File: src/rtl/hdmi_pkg.sv
// Shared TMDS definitions: symbol type, the four control-period symbols and bit-count helpers.
package hdmi_pkg;

    typedef logic [9:0] tmds_symbol_t;

    localparam tmds_symbol_t TMDS_CTL_00 = 10'b1101010100;
    localparam tmds_symbol_t TMDS_CTL_01 = 10'b0010101011;
    localparam tmds_symbol_t TMDS_CTL_10 = 10'b0101010100;
    localparam tmds_symbol_t TMDS_CTL_11 = 10'b1010101011;

    function automatic logic [3:0] popcount8(input logic [7:0] value);
        logic [3:0] count;
        count = 4'd0;
        for (int i = 0; i < 8; i++) begin
            count = count + {3'b000, value[i]};
        end
        return count;
    endfunction

    function automatic tmds_symbol_t ctl_symbol(input logic [1:0] ctl_bits);
        tmds_symbol_t sym;
        case (ctl_bits)
            2'b00:   sym = TMDS_CTL_00;
            2'b01:   sym = TMDS_CTL_01;
            2'b10:   sym = TMDS_CTL_10;
            default: sym = TMDS_CTL_11;
        endcase
        return sym;
    endfunction

endpackage

File: src/rtl/tmds_channel_encoder.sv
// One TMDS channel: transition-minimised, DC-balanced 8b/10b symbol every pixel clock.
// Define TMDS_ENCODER_PIPELINE_EN to register the stage-1 result (latency 2 instead of 1).
module tmds_channel_encoder
    import hdmi_pkg::*;
(
    input  logic       pixel_clk,
    input  logic       rst,
    input  logic       de,
    input  logic [7:0] data,
    input  logic [1:0] ctl,
    output logic [9:0] tmds
);

    logic [3:0] n1d;
    logic       use_xnor;
    logic [8:0] qm_s1;

    always_comb begin
        n1d      = popcount8(data);
        use_xnor = (n1d > 4'd4) || ((n1d == 4'd4) && !data[0]);
        qm_s1    = '0;
        qm_s1[0] = data[0];
        for (int i = 1; i < 8; i++) begin
            qm_s1[i] = use_xnor ? ~(qm_s1[i-1] ^ data[i]) : (qm_s1[i-1] ^ data[i]);
        end
        qm_s1[8] = ~use_xnor;
    end

    logic [8:0] qm_s2;
    logic       de_s2;
    logic [1:0] ctl_s2;

`ifdef TMDS_ENCODER_PIPELINE_EN
    // de and ctl ride alongside q_m so each symbol keeps its own mode.
    logic [8:0] qm_q;
    logic       de_q;
    logic [1:0] ctl_q;

    always_ff @(posedge pixel_clk) begin
        if (rst) begin
            qm_q  <= '0;
            de_q  <= 1'b0;
            ctl_q <= 2'b00;
        end else begin
            qm_q  <= qm_s1;
            de_q  <= de;
            ctl_q <= ctl;
        end
    end

    assign qm_s2  = qm_q;
    assign de_s2  = de_q;
    assign ctl_s2 = ctl_q;
`else
    assign qm_s2  = qm_s1;
    assign de_s2  = de;
    assign ctl_s2 = ctl;
`endif

    logic [3:0]        n1q;
    logic signed [4:0] diff;
    logic signed [4:0] cnt_q;
    logic signed [4:0] cnt_d;
    tmds_symbol_t      tmds_q;
    tmds_symbol_t      tmds_d;

    always_comb begin
        n1q = popcount8(qm_s2[7:0]);
        // ones minus zeros of q_m[7:0]; modular 5-bit arithmetic lands in -8..8
        diff   = ($signed({1'b0, n1q}) <<< 1) - 5'sd8;
        tmds_d = TMDS_CTL_00;
        cnt_d  = 5'sd0;
        if (!de_s2) begin
            tmds_d = ctl_symbol(ctl_s2);
            cnt_d  = 5'sd0;
        end else if ((cnt_q == 5'sd0) || (diff == 5'sd0)) begin
            tmds_d = {~qm_s2[8], qm_s2[8], qm_s2[8] ? qm_s2[7:0] : ~qm_s2[7:0]};
            cnt_d  = qm_s2[8] ? (cnt_q + diff) : (cnt_q - diff);
        end else if (((cnt_q > 5'sd0) && (diff > 5'sd0)) ||
                     ((cnt_q < 5'sd0) && (diff < 5'sd0))) begin
            tmds_d = {1'b1, qm_s2[8], ~qm_s2[7:0]};
            cnt_d  = cnt_q + $signed({3'b000, qm_s2[8], 1'b0}) - diff;
        end else begin
            tmds_d = {1'b0, qm_s2[8], qm_s2[7:0]};
            cnt_d  = cnt_q + diff - $signed({3'b000, ~qm_s2[8], 1'b0});
        end
    end

    always_ff @(posedge pixel_clk) begin
        if (rst) begin
            tmds_q <= TMDS_CTL_00;
            cnt_q  <= 5'sd0;
        end else begin
            tmds_q <= tmds_d;
            cnt_q  <= cnt_d;
        end
    end

    assign tmds = tmds_q;

endmodule
File: config.mk
export PLATFORM = sky130hd
export DESIGN_NAME = tmds_channel_encoder
export DESIGN_NICKNAME = d
export VERILOG_FILES = /design/src/rtl/hdmi_pkg.sv /design/src/rtl/tmds_channel_encoder.sv
export SDC_FILE = /design/constraint.sdc
export NUM_CORES = 1
export LEC_CHECK = 0
export CAP_MARGIN = 5
export CELL_PAD_IN_SITES_DETAIL_PLACEMENT = 0
export CELL_PAD_IN_SITES_GLOBAL_PLACEMENT = 2
export CORE_ASPECT_RATIO = 0.9
export CORE_MARGIN = 3
export CORE_UTILIZATION = 34
export DETAILED_ROUTE_END_ITERATION = 10
export HOLD_SLACK_MARGIN = 0.03
export PLACE_DENSITY = 0.79
export REMOVE_ABC_BUFFERS = 1
export SYNTH_ARGS = -nofsm -noshare
export SYNTH_HDL_FRONTEND = slang
export SYNTH_SLANG_ARGS = --single-unit
File: constraint.sdc
create_clock -name pixel_clk -period 10.42 [get_ports pixel_clk]
set_input_delay 1.563 -clock pixel_clk [delete_from_list [all_inputs] [get_ports pixel_clk]]
set_output_delay 1.563 -clock pixel_clk [all_outputs]
set_load 0.01 [all_outputs]
==> out/metrics.csv <==
metric,value,unit
largest net degree at the start of global routing,16,
slowest cell on the critical path,clkdlybuf4s50_1,
drt first pass iters,4,
Die Width,78.8,um
synth unique cells,31,
CTS tree,built,
GP Congestion,0.837,
largest stage delay on the critical path,0.57,ns
setup TNS,0,ns
buffer and inverter count on the worst path,6,
Clock Latency Late Sink,0.24,ns
Final Util,0.437,
max_cap viols,0,
initial antenna violation count,0,
Mapped Cells,171,
Initial Util,0.359,
synthesized flop and latch total,14,
Post-CTS Setup Bufs,0,
Die Y,71.5,um
Max-slew headroom,0.622,
synth cell count leaders,"inv_1 (29), ha_1 (25), xnor2_1 (24)",
Antenna Cells,0,
"Warnings, synthesis",0,
mapped cell area,1620,sq um
Seq. cell area,280,sq um
drt drc,0,
RSZ-0062 raised after global routing,no,
Synth top area share,0.193,
I/O Pins,23,
Layout Nets,247,
Final Slew Violations,0,
CTS Buffer Depth,2,
IO buf count,22,
cts repair resizes,0,
Worst-Margin Slew,0.561,ns
routed len/inst,11.2,um
gr usage total,0.110,
filler cell count,453,
Tmin final,8.82,ns
antenna-violating nets left,0,
top_reg_cell synth,dfxtp_1,
Congestion Overflow GR,0,
async set-reset flop share out of synthesis,0,
CP Capture Type,register,
"most used cell, CP",fa_1,
Post-DP HPWL,2610,um
CP max FO,15,
hold violation total from the final report,0,
clk root buf,clkbuf_8,
number of global-route vias before repair,1061,
final WL,2890,um
critical path type,input pin to register,
syn avg cell area,9.49,sq um
core area,4520,sq um
clock-pin slew of the registers on the worst-case setup and hold paths,0.05,ns
top-count cell post-synth,inv_1,
"Seq/Total Area, Yosys",0.173,
cell taking the most area after synthesis,ha_1,
setup violators final,0,
CP Data Arrival Time,8.97,ns
via count,1119,
Post-synth EDFFs,0,
first-pass GRT wire length,4970,um
die area,5640,sq um
multi-input logic area,1230,sq um
cts hold-fix bufs,0,
Max Fclk,0.113,GHz
cell row count,23,
clock buffer count from CTS,3,
critical path launch point type,input pin,
CP top delay family,adder cells,
required time of the critical path,10.57,ns
Via density,4.34,
clk sinks,14,
post-route clock period utilization,0.847,
worst hold path class,register to register,
H-Tree Depth,1,
ranking of synthesized cells by area,"ha_1 (19%), dfxtp_1 (17%), fa_1 (15%), xnor2_1 (13%), inv_1 (6.7%)",
Starting DRT DRC Count,31,
Layout area overhead,21.7,%
layout cells sized above 1,0.0561,
clk_skew,0.00122,ns
outcome,"complete, no violations",
==> metal layers <==
layer / wire length [um] / share of wire / global-route usage
met1: 1550 / 0.54 / 0.170
met3: 89 / 0.031 / 0.00754
met5: 0 / 0 / 0
met4: 37 / 0.013 / 0.0401
met2: 1220 / 0.42 / 0.161
==> sequential cells by signal (all words and copies together) (netlist names) <==
register and flops:
cnt_q 4, tmds 10
==> worst min-delay path, cell delays in order (launching register included) <==
cell and delay [ns]:
dfxtp_1 0.34, inv_1 0.11, ha_1 0.18, a211oi_1 0.07
==> final cells by class <==
class,instances,share of cell area
sequential,14,0.142
timing repair buffer,23,0.115
tap,62,0.0393
clock buffer,4,0.0279
inverter,29,0.0551
multi-input combinational,126,0.621
==> layout by cell type, fill, tap and decap left out, types with 2 or more instances in the layout <==
master and instances:
xnor2_1 24, nand2b_1 3, a21oi_1 7, a211oi_1 3
ha_1 25, nor2_1 11, mux2i_1 3, nor3b_1 2
inv_1 29, clkbuf_8 4, dfxtp_1 14, clkdlybuf4s50_1 22
nand2_1 4, xor2_1 5, o21bai_1 2, o211ai_1 2
o21ai_0 10, fa_1 12
==> final timing paths <==
kind | cells past startpoint | startpoint | slack (ns) | to
setup / recovery | 26 | data[0] | 1.60 | cnt_q[4]$_SDFF_PP0_
hold / removal | 3 | cnt_q[1]$_SDFF_PP0_ | 0.75 | cnt_q[1]$_SDFF_PP0_
setup reg to reg | 8 | cnt_q[1]$_SDFF_PP0_ | 8.27 | cnt_q[2]$_SDFF_PP0_
hold reg to reg | 3 | cnt_q[1]$_SDFF_PP0_ | 0.75 | cnt_q[1]$_SDFF_PP0_
==> logic make-up after synthesis <==
| group | synth area share |
|---|---|
| fa+ha+maj | 0.341 |
| xor+xnor | 0.205 |
| compound gates | 0.120 |
| buf+inv | 0.0717 |
| simple gates | 0.0632 |
| flops | 0.173 |
| mux | 0.0270 |
==> through the flow <==
step | std cells | hold slack (ns) | worst slack, ns | area (sq um)
3_3_place_gp | 254 | 0.738 | 1.42 | 1920
4_1_cts | 258 | 0.760 | 1.54 | 1980
5_1_grt | 258 | 0.833 | 1.07 | 1980
3_5_place_dp | 254 | 0.746 | 1.29 | 1920
6_report | 258 | 0.746 | 1.60 | 1980
2_1_floorplan | 169 | 0.647 | 1.94 | 1620
Power is left out: the tool's default activity adds up to more than one toggle a clock period on the data nets, which glitch-free logic cannot reach.
